File: src/rtl/input_channel_buffer.sv
// Per-channel input FIFO for the TIA datapath. Holds tagged words from the
// interconnect and presents the oldest entry to trigger resolution and the
// operand muxes. The head is a combinational read of storage, so a word
// written at one edge is visible right after that edge. Ready and head
// outputs depend only on registered state, never on enqueue_valid or dequeue.
module input_channel_buffer #(
    parameter int DEPTH      = 4,
    parameter int TAG_WIDTH  = 3,
    parameter int DATA_WIDTH = 32
) (
    input  logic                         clock,
    input  logic                         reset,
    input  logic                         enqueue_valid,
    output logic                         enqueue_ready,
    input  logic [TAG_WIDTH-1:0]         enqueue_tag,
    input  logic [DATA_WIDTH-1:0]        enqueue_data,
    input  logic                         dequeue,
    output logic                         head_valid,
    output logic [TAG_WIDTH-1:0]         head_tag,
    output logic [DATA_WIDTH-1:0]        head_data,
    output logic [$clog2(DEPTH+1)-1:0]   occupancy,
    output logic                         underflow_error
);

    localparam int PTR_W   = $clog2(DEPTH);
    localparam int CNT_W   = $clog2(DEPTH + 1);
    localparam int ENTRY_W = TAG_WIDTH + DATA_WIDTH;

    localparam logic [PTR_W-1:0] LAST_PTR = PTR_W'(DEPTH - 1);
    localparam logic [CNT_W-1:0] FULL_CNT = CNT_W'(DEPTH);

    logic [ENTRY_W-1:0] storage [DEPTH];
    logic [PTR_W-1:0]   rd_ptr;
    logic [PTR_W-1:0]   wr_ptr;
    logic [CNT_W-1:0]   count;
    logic               push;
    logic               pop;
    logic [ENTRY_W-1:0] head_entry;

    // Handshake and status are pure functions of the registered count.
    always_comb begin
        enqueue_ready = (count != FULL_CNT);
        head_valid    = (count != '0);
        occupancy     = count;
        push          = enqueue_valid && enqueue_ready;
        pop           = dequeue && head_valid;
    end

    // Head is read straight out of storage and forced to zero while empty,
    // so stale entries never leak out after a pop or a reset.
    always_comb begin
        head_entry = storage[rd_ptr];
        if (count == '0) begin
            head_tag  = '0;
            head_data = '0;
        end else begin
            head_tag  = head_entry[ENTRY_W-1:DATA_WIDTH];
            head_data = head_entry[DATA_WIDTH-1:0];
        end
    end

    // Storage array is deliberately left out of reset; the masked head and
    // the cleared count make its contents irrelevant until rewritten.
    always_ff @(posedge clock) begin
        if (push) begin
            storage[wr_ptr] <= {enqueue_tag, enqueue_data};
        end
    end

    // Pointers, count and the sticky underflow flag; reset drops all entries
    // immediately without waiting for a clock edge.
    always_ff @(posedge clock or posedge reset) begin
        if (reset) begin
            rd_ptr          <= '0;
            wr_ptr          <= '0;
            count           <= '0;
            underflow_error <= 1'b0;
        end else begin
            if (push) begin
                wr_ptr <= (wr_ptr == LAST_PTR) ? '0 : wr_ptr + 1'b1;
            end
            if (pop) begin
                rd_ptr <= (rd_ptr == LAST_PTR) ? '0 : rd_ptr + 1'b1;
            end
            if (push && !pop) begin
                count <= count + 1'b1;
            end else if (pop && !push) begin
                count <= count - 1'b1;
            end
            if (dequeue && !head_valid) begin
                underflow_error <= 1'b1;
            end
        end
    end

endmodule
File: config.mk
export PLATFORM = sky130hd
export DESIGN_NAME = input_channel_buffer
export DESIGN_NICKNAME = d
export VERILOG_FILES = /design/src/rtl/input_channel_buffer.sv
export SDC_FILE = /design/constraint.sdc
export NUM_CORES = 1
export LEC_CHECK = 0
export BUFFER_PORTS_ARGS = -buffer_cell sky130_fd_sc_hd__buf_2
export CORE_AREA = 2 2 132 134
export DETAILED_ROUTE_END_ITERATION = 16
export DIE_AREA = 0 0 134 136
export PLACE_DENSITY = 0.57
export SLEW_MARGIN = 5
export SYNTH_ARGS = -nofsm -noshare
export SYNTH_HDL_FRONTEND = slang
export SYNTH_SLANG_ARGS = --single-unit
File: constraint.sdc
create_clock -name clock -period 2.26 [get_ports clock]
set_clock_uncertainty 0.05 [all_clocks]
set_input_delay 0.452 -clock clock [delete_from_list [all_inputs] [get_ports clock]]
set_output_delay 0.452 -clock clock [all_outputs]
set_load 0.01 [all_outputs]
Word-level counts from Yosys, hierarchy flattened
Memory sizes are Yosys's and may differ from the RTL's.
Index checks and enable logic that the tools add are counted.
Operators by class
  $add $sub $neg: 4
  equal/unequal tests: 3
  multiplexer cells: 8
  reduce and logical (&&, ||, !) cells: 11
Operator list (count)
  two-way mux 32 bit: 1
  two-way mux 3 bit: 3
  logical AND 1 bit: 5
  adder 2 x 1 -> 2 bit (second input constant): 2
  equality test 2 bit (second input constant): 2
  two-way mux 2 bit: 2
  adder 3 x 1 -> 3 bit (second input constant): 1
  zero test 1 bit: 3
  zero test 3 bit: 1
  != test 3 bit (second input constant): 1
  nonzero test 3 bit: 1
  subtractor 3 x 1 -> 3 bit (second input constant): 1
  two-way mux 1 bit: 2
  nonzero test 2 bit: 1
Storage, ports and cells
  register bits after elaboration: 8
  memory bits (writable): 140
  input port bits: 39
  output and inout port bits: 41
  logic and storage cells: 31
  memories kept: 1
Memories
  storage: depth 4, width 35, rd ports 1, clocked after Yosys merged registers in 0, wr ports 1, RTL line 32  | logic [ENTRY_W-1:0] storage [DEPTH];

Logic depth before layout (Yosys ltp)
Gate-level depths: netlist of run 1.
  word-level depth: 6
  gate-level depth with buffers: 9
  mapped depth without buffers: 8

Worst setup path before layout of run 1
No wires, ideal clock.
  path kind: register to register
  start point: reg count[0] (netlist: occupancy[0])
  end point: mem storage[3][0] (netlist bit) (enable)
  setup time: 0.395 ns
  arrival time: 1.805 ns
  data required time: 1.815 ns
  slack: 0.009 ns
  stages on the path, launching flop included: 4
  path buffers: 0
  clock period less this slack: 2.251 ns
  cell sequence: dfrtp_1 nor2_1 a21boi_1 and2_1
On the way
  word-level cells in the longest chain between the ends: 4
RTL lines
  start, declared: RTL line 35  | logic [CNT_W-1:0] count;
  start signal, assigned: RTL line 86  | count <= count + 1'b1;
  start signal, assigned: RTL line 88  | count <= count - 1'b1;
  != test 3 bit: RTL line 42  | enqueue_ready = (count != FULL_CNT);
  logical AND 1 bit: RTL line 45  | push = enqueue_valid && enqueue_ready;
  named net push: RTL line 36  | logic push;
  two-way mux 1 bit: RTL line 65  | if (push) begin
  two-way mux 1 bit (implied by the code): RTL line 66  | storage[wr_ptr] <= {enqueue_tag, enqueue_data};
  end, declared: RTL line 32
The timed path passes the listed nets, and every way through them passes these cells.

Final worst setup path of run 1
  start point: reg rd_ptr[0]
  end point: out head_data[19]
On the way
  word-level cells in the longest chain between the ends: 2
RTL lines
  start, declared: RTL line 33  | logic [PTR_W-1:0] rd_ptr;
  start signal, assigned: RTL line 83  | rd_ptr <= (rd_ptr == LAST_PTR) ? '0 : rd_ptr + 1'b1;
  memory read (4 x 35 bit)
  two-way mux 32 bit: RTL line 53  | if (count == '0) begin
  end, declared: RTL line 20  | output logic [DATA_WIDTH-1:0] head_data,
Every way passes these cells.

==> results by group, run 1 <==
Setup path
  • Req. time, crit path: 1.76 ns
  • WP buf/inv: 3
  • Crit-path cells: buf_8 > clkbuf_16 > mux4_2 > and2_1 > buf_2
  • Crit path capture type: output port
  • Slowest cell on crit path: mux4_2
  • Critical path origin: rd_ptr[0]
  • RR Startpoint: occupancy[2]
  • Critical path type: reg -> out
  • CP top delay family: multiplexers
  • Crit path launch type: flip-flop
  • Worst-path maximum fanout: 6
  • Slowest stage delay, CP: around 0.49 ns
  • Arrival @ worst endpoint: 1.91 ns

Clock network
  • TritonCTS clock tree: yes
  • Clk root buf: clkbuf_16
  • TritonCTS Buffers: 17
  • Clock Tree Buf Depth: 2
  • Clock latency at the later pin of the worst-skew pair: 0.42 ns
  • Clock sink count: 148
  • Htree depth: 4
  • Reg clk slew, reported paths: approximately 0.060 ns

GRT
  • GRT overflow: 0
  • Initial antenna violation count: 1
  • GRT Resource Usage Total: around an eighth
  • First-pass GRT wire length: 17160 µm
  • Largest net degree at the start of global routing: 38
  • Vias in the first global route: approximately 3.1k

Run status
  • Failing checks: setup timing
  • Status: finished, violations left

Synthesis
  • Register area share after synthesis: 75.76%
  • Syn Inst Count: about 260
  • Synth warnings: 0
  • Adder-Cell Fraction of Synth Area: 1.636%
  • Post-synthesis mux area share: 14.98%
  • Synth unique cells: 21
  • Yosys reg bits: 148
  • Compound-Gate Fraction of Synth Area: 0.2583%
  • Avg Cell Area, Syn: between 20 and 25 µm²
  • Synthesized cell area: 0.005813 mm²
  • Post-Syn Nets: 309
  • Main combinational cell family by area after synthesis: multiplexers
  • Post-Synth Simple-Gate Area: 4.735%
  • Post-Synth XOR/XNOR Area: 0.4520%

Timing
  • Slew Limit Headroom: 77.03%
  • Endpoints failing hold: 0
  • Final WS setup: -0.1509 ns
  • Slew @ Worst Pin: 0.3446 ns
  • # setup viols final: 35
  • Tmin final: between 2 and 2.5 ns
  • Highest Clock Rate: around 410 MHz
  • Worst hold margin: 0.1919 ns
  • Max-slew violations: 0
  • RSZ-0062 raised after global routing: true
  • Tcrit/Tclk final: 106.7%

Detailed routing
  • Via density: ~4.6
  • # DRC: 0
  • DR vias: 2816
  • Drt pass-1 iters: 4
  • ANT nets after route: 0
  • Drt wl/cell: 18.46 µm
  • Final WL: 11300 µm
  • DR iter-0 viols: between 100 and 150

Final layout
  • Fill count: 1465
  • Commonest non-fill, non-tap cell in the layout: edfxtp_1
  • Final core utilization: 45.04%
  • Most frequent cells in the layout: edfxtp_1 (140), buf_2 (52), mux4_2 (35), buf_6 (29), and2_4 (27)
  • Layout cells sized above 1: 53.75%
  • Nets: 420
  • Layout area overhead: 30.76%
  • N_diodes: 0

Power and ir drop
  • Maximum VDD drop: about 0.66 mV
  • Leak Pwr: 2.729 nW
  • Power Total: around 0.011 W
  • PD cells: 1491 mW/mm²

Floorplanning
  • Starting Density: between 30 and 40%
  • Core Footprint: between 0.015 and 0.02 mm²
  • Die X: roughly 130 µm
  • Num rows: 48
  • Die ar.: 0.01822 mm²
  • I/O pins: 80
  • Die H: 136 µm

Placement
  • Place WS: 0.1684 ns
  • PortBufs: 79
  • RePlAce Congestion: 0.6358
  • Detail Placement HPWL: 6533 µm

Worst hold path
  • Worst Hold Class: in -> reg
  • Hold wc startpoint: enqueue_data[24]

Run
  • Max-cap violations: 0
layer usage:
metal	wire (µm)	vias up	share of wire [%]	track usage, %
li1	-	1274	-	-
met1	4884	1461	43	15.90
met2	5779	61	51	22.31
met3	426	18	3.8	3.952
met4	198	2	1.8	5.674
met5	11	-	0.097	0
layout make-up:
cell class	instances	area [µm²]	area share, %
clock buffers	17	425.4	5.597
flip-flops and latches	148	4407	57.98
inverters	5	18.77	0.2469
clock inverters	15	230.2	3.029
well taps	225	281.5	3.704
repair buffers	104	909.6	11.97
multi-input cells	98	1329	17.48
kinds of logic after synthesis:
logic type                 count (synthesis)
AOI/OAI and AO/OA                          2
and+or+nand+nor                           46
buffers and inverters                     17
adders and majority gates                  7
muxes                                     40
DFF                                      148
xor gates and xnor gates                   3
synth_stat cells:
cell type / instances / area (µm²)
buf_12: 3 / 60.06
clkbuf_1: 3 / 11.26
inv_1: 5 / 18.77
a21boi_1: 1 / 7.510
nand2_1: 1 / 3.750
or3_1: 1 / 6.260
edfxtp_1: 140 / 4204
o21bai_1: 1 / 7.510
fa_1: 1 / 20.02
mux4_1: 7 / 183.9
buf_2: 5 / 25.02
dfrtp_1: 8 / 200.2
mux2_2: 5 / 56.30
ha_1: 6 / 75.07
nor2_1: 4 / 15.01
nand2_2: 1 / 6.260
xnor2_1: 1 / 8.760
buf_6: 1 / 11.26
and2_1: 39 / 244.0
xor2_1: 2 / 17.52
mux4_2: 28 / 630.6
state kept, by name (all words and copies together), names as in the netlist:
signal / flops
occupancy: 3
rd_ptr: 2
storage: 140
underflow_error: 1
wr_ptr: 2
per-stage QoR:
step                      TNS (ns)  instance area (µm²)  instances
final                       -3.741                 7601        612
after global placement           0                 6560        571
after detailed placement         0                 6560        571
after global routing        -6.130                 7601        612
after CTS                   -5.083                 7397        611
after floorplan                  0                 5813        263
repair_timing:
action | in CTS | in global routing
resized for setup | 27 | 41
buffers inserted | 4 | 0
hold buffers | 1 | 0
gates cloned | 3 | 1
hold endpoints to repair | 8 | 0
setup endpoints to repair | 35 | 35
worst paths after layout:
path / endpoint / slack (ns) / depth (start not counted)
max: head_data[19] / -0.15 / 5
max in group asynchronous: rd_ptr[0] / 1.40 / 3
min: storage[0][24] / 0.19 / 1
min reg2reg: underflow_error / 0.43 / 1
min in group asynchronous: occupancy[1] / 0.48 / 3
max reg2reg: occupancy[2] / 0.12 / 8
power by group:
group,total (W),switching [W],internal (W),leakage (nW)
Sequential,0.00380,0.000166,0.00363,1.37
Clock,0.00306,0.00110,0.00197,0.305
Combinational,0.00447,0.00186,0.00261,1.05
Total,0.0113,0.00312,0.00821,2.73
No activity file was read; power rests on OpenSTA's default activity.
==> inputs of run 2 (changes only) <==
Settings changed: CTS_CLUSTER_DIAMETER from default to 80, GPL_TIMING_DRIVEN from default to 0, HOLD_SLACK_MARGIN from default to 0.06.
==> run 2 against run 1 <==
Compared with the run above: the run still ends with setup timing left; via count is 0.32% lower; largest cell class unchanged; critical endpoint is now head_data[17]; register-to-register slack hardly changed; count of clock-buffer cells in the layout is 2 higher; largest power group unchanged; cell count is 0.82% higher; clock power is 19% lower; routed wire length is 1.6% higher; combinational power is 4% higher; global-route usage hardly changed.
==> results by group, run 2 (synthesis gave the netlist of run 1 again) <==
Timing
  • Post-Route Setup TNS: -5.066 ns (-1.326 ns)
  • # setup viols final: 35 (unchanged)
  • Max-slew violations: 0 (unchanged)
  • Tmin final: 2.443 ns (+0.03181 ns)
  • RSZ-0062 raised after global routing: true
  • Final WS setup: -0.1827 ns (-0.03181 ns)
  • Highest Clock Rate: 409.4 MHz (-1.3%)
  • Tcrit/Tclk final: 108.1% (+1.4 points)
  • Slew @ Worst Pin: 0.5951 ns (+0.2505 ns)
  • Endpoints failing hold: 0 (unchanged)
  • Slew Limit Headroom: 60.33% (-17 points)

Floorplanning
  • Die X: 134 µm (unchanged)
  • Die ar.: 0.01822 mm² (unchanged)
  • Die H: 136 µm (unchanged)
  • Num rows: 48 (unchanged)
  • Starting Density: 34.45% (unchanged)
  • I/O pins: 80 (unchanged)
  • Core Footprint: 0.01688 mm² (unchanged)

Detailed routing
  • ANT nets after route: 0 (unchanged)
  • Final WL: 11480 µm (+1.6%)
  • # DRC: 0 (unchanged)
  • DR vias: 2807 (-0.32%)
  • Via density: 4.549 (-1.1%)
  • Drt pass-1 iters: 4 (unchanged)
  • Drt wl/cell: 18.60 µm (+0.75%)
  • DR iter-0 viols: 146 (+5.0%)

Placement
  • PortBufs: 79 (unchanged)
  • Detail Placement HPWL: 6884 µm (+5.4%)
  • RePlAce Congestion: 0.6519 (+2.5%)

GRT
  • First-pass GRT wire length: 17260 µm (+0.56%)
  • Initial antenna violation count: 0 (-1)
  • GRT overflow: 0 (unchanged)
  • GRT Resource Usage Total: 13.26% (+0.018 points)
  • Largest net degree at the start of global routing: 23 (-39%)
  • Vias in the first global route: 3077 (-0.90%)

Setup path
  • Crit-path cells: buf_12 > clkbuf_16 > mux4_2 > and2_4 > buf_6
  • End of the critical path: head_data[17]
  • Crit path capture type: output port
  • FF-to-FF End: occupancy[2]
  • CP top delay family: multiplexers
  • Slowest cell on crit path: mux4_2
  • Critical path type: reg -> out
  • Critical path depth: 5 (unchanged)
  • Critical path origin: rd_ptr[0]
  • Crit path launch type: flip-flop
  • WP buf/inv: 3 (unchanged)
  • R2R Setup Slk: 0.11 ns (about the same)
  • Worst r2r path cells: 9 (+1)
  • Arrival @ worst endpoint: 1.94 ns (+0.03 ns)
  • RR Startpoint: occupancy[0]
  • Slowest stage delay, CP: 0.49 ns (about the same)
  • Worst-path maximum fanout: 6 (unchanged)
  • Req. time, crit path: 1.76 ns (about the same)

Final layout
  • Largest Register: storage
  • Nets: 425 (+1.2%)
  • Commonest non-fill, non-tap cell in the layout: edfxtp_1
  • Layout cells sized above 1: 53.32% (-0.43 points)
  • Max reg flops: 140 (unchanged)
  • N_diodes: 0 (unchanged)
  • Fill count: 1482 (+1.2%)
  • Most frequent cells in the layout: edfxtp_1 (140), buf_2 (53), mux4_2 (35), buf_6 (30), and2_4 (26)
  • Layout area overhead: 30.39%

Worst hold path
  • Hold path depth: 1 (unchanged)
  • Worst Hold Class: in -> reg
  • Hold wc startpoint: enqueue_data[4]

Power and ir drop
  • Switching pwr: 0.003087 W (-1.1%)
  • Leak Pwr: 2.718 nW (-0.43%)
  • Net Sw Frac: 28.32% (+0.76 points)
  • Internal power: 0.007815 W (-4.8%)
  • Combinational power share: 42.5% (+3.1 points)
  • PD cells: 1438 mW/mm² (-3.5%)
  • Clock power frac: 22.8% (-4.2 points)
  • Power Total: 0.01090 W (-3.8%)
  • Maximum VDD drop: 0.8677 mV (+32%)
  • Reg power frac: 34.7% (+1.2 points)

Clock network
  • TritonCTS Buffers: 17 (unchanged)
  • Clk root buf: clkbuf_16
  • Reg clk slew, reported paths: 0.06 ns (about the same)
  • Clock Tree Buf Depth: 2 (unchanged)
  • Clock latency at the later pin of the worst-skew pair: 0.41 ns (about the same)
  • TritonCTS clock tree: yes
  • Clock sink count: 148 (unchanged)
  • Htree depth: 4 (unchanged)

Run status
  • Status: finished, violations left
  • Failing checks: setup timing

Run
  • Max-cap violations: 0 (unchanged)
run 2: changes by cell type in the layout (fill, tap and decap cells not counted), sizes merged:
cell	change
clkbuf	+8
clkinv	+5
bufinv	-4
inv	-2
buf	-1
clkinvlp	-1
run 2: through the flow:
step                      setup WS, ns  std cells  hold slack [ns]  utilization, %  cell area, µm²
after floorplan               0.009182        263           0.2177               -            5813
after global placement         -0.8801        567           0.3544           38.46            6490
after detailed placement       -0.1311        571           0.3883           39.01            6583
after CTS                      -0.2164        612           0.1790           43.36            7318
after global routing           -0.2502        617           0.1799           44.91            7580
final                          -0.1827        617           0.1974           44.91            7580
run 2: cell type report:
type / instances / area [µm²] / share of cell area (%)
Inverter: 5 / 18.77 / 0.2476
Clock inverter: 13 / 92.59 / 1.222
Timing Repair Buffer: 97 / 847.1 / 11.18
Buffer: 12 / 141.4 / 1.865
Multi-Input combinational cell: 98 / 1360 / 17.94
Sequential cell: 148 / 4405 / 58.12
Clock buffer: 19 / 432.9 / 5.711
Tap cell: 225 / 281.5 / 3.714
run 2: worst min path at each step:
stage	end	slack, ns
floorplan	occupancy[0]	0.22
global placement	occupancy[2]	0.35
detailed placement	occupancy[2]	0.39
CTS	storage[0][15]	0.18
global route	storage[0][1]	0.18
finish	storage[1][4]	0.20
run 2: power groups by stage:
stage               combinational [W]  clock [W]  sequential [W]
floorplan                     0.00216          0         0.00383
global placement              0.00325          0         0.00385
detailed placement            0.00342          0         0.00385
CTS                           0.00409    0.00255         0.00378
global route                  0.00498    0.00267         0.00384
finish                        0.00463    0.00249         0.00378
run 2: timing repair:
item	4_1_cts	5_1_grt
setup endpoints to repair	38	37
gates resized for setup	48	35
cloned	0	4
endpoints found under the hold margin	8	0
hold buffers	1	0
buffers inserted	8	1
pin swaps	7	19
run 2: metal layers:
metal  vias to the layer above  share of wire, %  global-route usage (%)
met4                         0               1.1                   4.255
met5                         -                 0                       0
li1                       1290                 -                       -
met3                        10               4.9                   4.810
met1                      1443                43                   15.96
met2                        64                51                   22.34
==> inputs of run 3 (changes only) <==
Settings changed: PLACE_DENSITY 0.57 to 0.55.
Clock period 2.26 ns to 3.1 ns, I/O delays scaled along.
==> run 3 against run 2 <==
Compared with the run above: the flow now finishes without violations; worst setup slack better by 0.50 ns; hold slack got worse by 0.10 ns; final area down 5.3%; routed wire length down 7.0%; register-to-register slack better by 0.62 ns; core utilization decreased by 2.4 points; critical path depth unchanged; sequential cell count stayed put.
==> results by group, run 3 (synthesis gave the netlist of run 1 again) <==
Run status
  • Status: complete, no violations

GRT
  • GRT overflow: 0 (unchanged)
  • First-pass GRT wire length: 16490 µm (-4.4%)
  • GRT Resource Usage Total: 12.76% (-0.50 points)
  • Largest net degree at the start of global routing: 28 (+22%)
  • Initial antenna violation count: 0 (unchanged)
  • Vias in the first global route: 3038 (-1.3%)

Detailed routing
  • # DRC: 0 (unchanged)
  • Via density: 4.611 (+1.4%)
  • Final WL: 10670 µm (-7.0%)
  • DR vias: 2776 (-1.1%)
  • DR iter-0 viols: 154 (+5.5%)
  • ANT nets after route: 0 (unchanged)
  • Drt pass-1 iters: 4 (unchanged)
  • Drt wl/cell: 17.73 µm (-4.7%)

Final layout
  • Layout cells sized above 1: 41.64% (-12 points)
  • Fill count: 1508 (+1.8%)
  • Most frequent cells in the layout: edfxtp_1 (140), buf_2 (84), and2_1 (35), mux4_2 (28), clkbuf_16 (17)
  • Max reg flops: 140 (unchanged)
  • Commonest non-fill, non-tap cell in the layout: edfxtp_1
  • N_diodes: 0 (unchanged)
  • Nets: 411 (-3.3%)
  • Layout area overhead: 23.48%
  • Largest Register: storage

Clock network
  • Reg clk slew, reported paths: 0.06 ns (about the same)
  • Clock Tree Buf Depth: 2 (unchanged)
  • TritonCTS clock tree: yes
  • Hold_buf cts: 0 (-1)
  • TritonCTS Buffers: 17 (unchanged)
  • Clock latency at the later pin of the worst-skew pair: 0.42 ns (about the same)
  • Post-CTS sizing: 0 (-100%)
  • Htree depth: 4 (unchanged)
  • Clk root buf: clkbuf_16
  • Clock sink count: 148 (unchanged)
  • Setup bufs post-CTS: 0 (-8)

Timing
  • RSZ-0062 raised after global routing: false
  • # setup viols final: 0 (-100%)
  • Post-Route Setup TNS: 0 ns (+5.066 ns)
  • Tcrit/Tclk final: between 80% and 90%
  • Tmin final: 2.785 ns
  • Highest Clock Rate: approximately 360 MHz
  • Max-slew violations: 0 (unchanged)
  • Slew Limit Headroom: 61.80% (+1.5 points)
  • Endpoints failing hold: 0 (unchanged)
  • Slew @ Worst Pin: 0.5730 ns (-0.02209 ns)
  • Final WS setup: 0.3147 ns (+0.4974 ns)

Setup path
  • Crit path launch type: flip-flop
  • Arrival @ worst endpoint: 2.12 ns (+0.18 ns)
  • Crit path capture type: output port
  • Req. time, crit path: 2.43 ns (+0.67 ns)
  • Critical path type: reg -> out
  • Worst r2r path cells: 9 (unchanged)
  • FF-to-FF End: occupancy[2]
  • RR Startpoint: occupancy[0]
  • R2R Setup Slk: 0.73 ns (+0.62 ns)
  • Worst-path maximum fanout: 10 (+4)

Worst hold path
  • Worst Hold Class: in -> async

Power and ir drop
  • Net Sw Frac: 28.31% (about the same)
  • Leak Pwr: 2.542 nW (-6.5%)
  • PD cells: 1004 mW/mm² (-30%)
  • Internal power: 0.005167 W (-34%)
  • Reg power frac: 38.3% (+3.6 points)
  • Switching pwr: 0.002040 W (-34%)
  • Combinational power share: 33.1% (-9.4 points)
  • Clock power frac: 28.6% (+5.8 points)
  • Maximum VDD drop: 0.5319 mV (-39%)

Floorplanning
  • Num rows: 48 (unchanged)
  • I/O pins: 80 (unchanged)
  • Die ar.: 0.01822 mm² (unchanged)
  • Starting Density: 34.45% (unchanged)
  • Core Footprint: 0.01688 mm² (unchanged)
  • Die H: 136 µm (unchanged)
  • Die X: 134 µm (unchanged)

Placement
  • Detail Placement HPWL: 6809 µm (-1.1%)
  • RePlAce Congestion: 0.6359 (-2.5%)
  • Place WS: 0.6727 ns (+0.8038 ns)
  • PortBufs: 79 (unchanged)

Run
  • Max-cap violations: 0 (unchanged)
==> run 3: layout make-up <==
class	instances	area, µm²	share of cell area (%)
Inverter	5	18.77	0.2615
Multi-Input combinational cell	98	1287	17.94
Clock inverter	12	162.7	2.266
Timing Repair Buffer	83	483.0	6.728
Sequential cell	148	4404	61.36
Buffer	12	107.6	1.499
Clock buffer	19	432.9	6.031
Tap cell	225	281.5	3.922
==> run 3: worst max-delay path by stage <==
stage                           to          start  slack [ns]
global route         head_data[11]   occupancy[0]        0.18
floorplan            storage[3][0]  enqueue_valid        0.78
global placement    storage[2][23]  enqueue_valid       -0.18
CTS                  head_data[15]   occupancy[0]        0.25
detailed placement  storage[0][23]  enqueue_valid        0.67
finish               head_data[11]   occupancy[0]        0.31
==> run 3: power groups by stage <==
stage | sequential, W | combinational (W) | clock (W)
floorplan | 0.00279 | 0.00158 | 0
CTS | 0.00277 | 0.00249 | 0.00211
detailed placement | 0.00281 | 0.00248 | 0
finish | 0.00276 | 0.00239 | 0.00206
global placement | 0.00281 | 0.00237 | 0
global route | 0.00280 | 0.00264 | 0.00219
==> run 3: through the flow <==
step	instances	area [µm²]	util (%)	total power [W]	hold slack, ns
2_1_floorplan	263	5813	-	0.004367	0.3857
3_3_place_gp	567	6490	38.46	0.005180	0.4042
3_5_place_dp	571	6583	39.01	0.005287	0.4071
4_1_cts	602	7178	42.53	0.007366	0.08857
5_1_grt	602	7178	42.53	0.007628	0.1043
6_report	602	7178	42.53	0.007207	0.09466
==> run 3: critical path, stage by stage, from the launching register on <==
cell	delay [ns]
dfrtp_1	0.45
or3_1	0.41
buf_2	0.21
clkbuf_1	0.25
and2_1	0.23
buf_2	0.14
==> run 3: routing by layer <==
metal	vias to the layer above	part of all wire, %	global-route usage, %
met3	16	5.9	4.400
met5	-	0	0
met4	0	2.1	6.028
met2	82	51	21.71
met1	1416	41	14.51
li1	1262	-	-
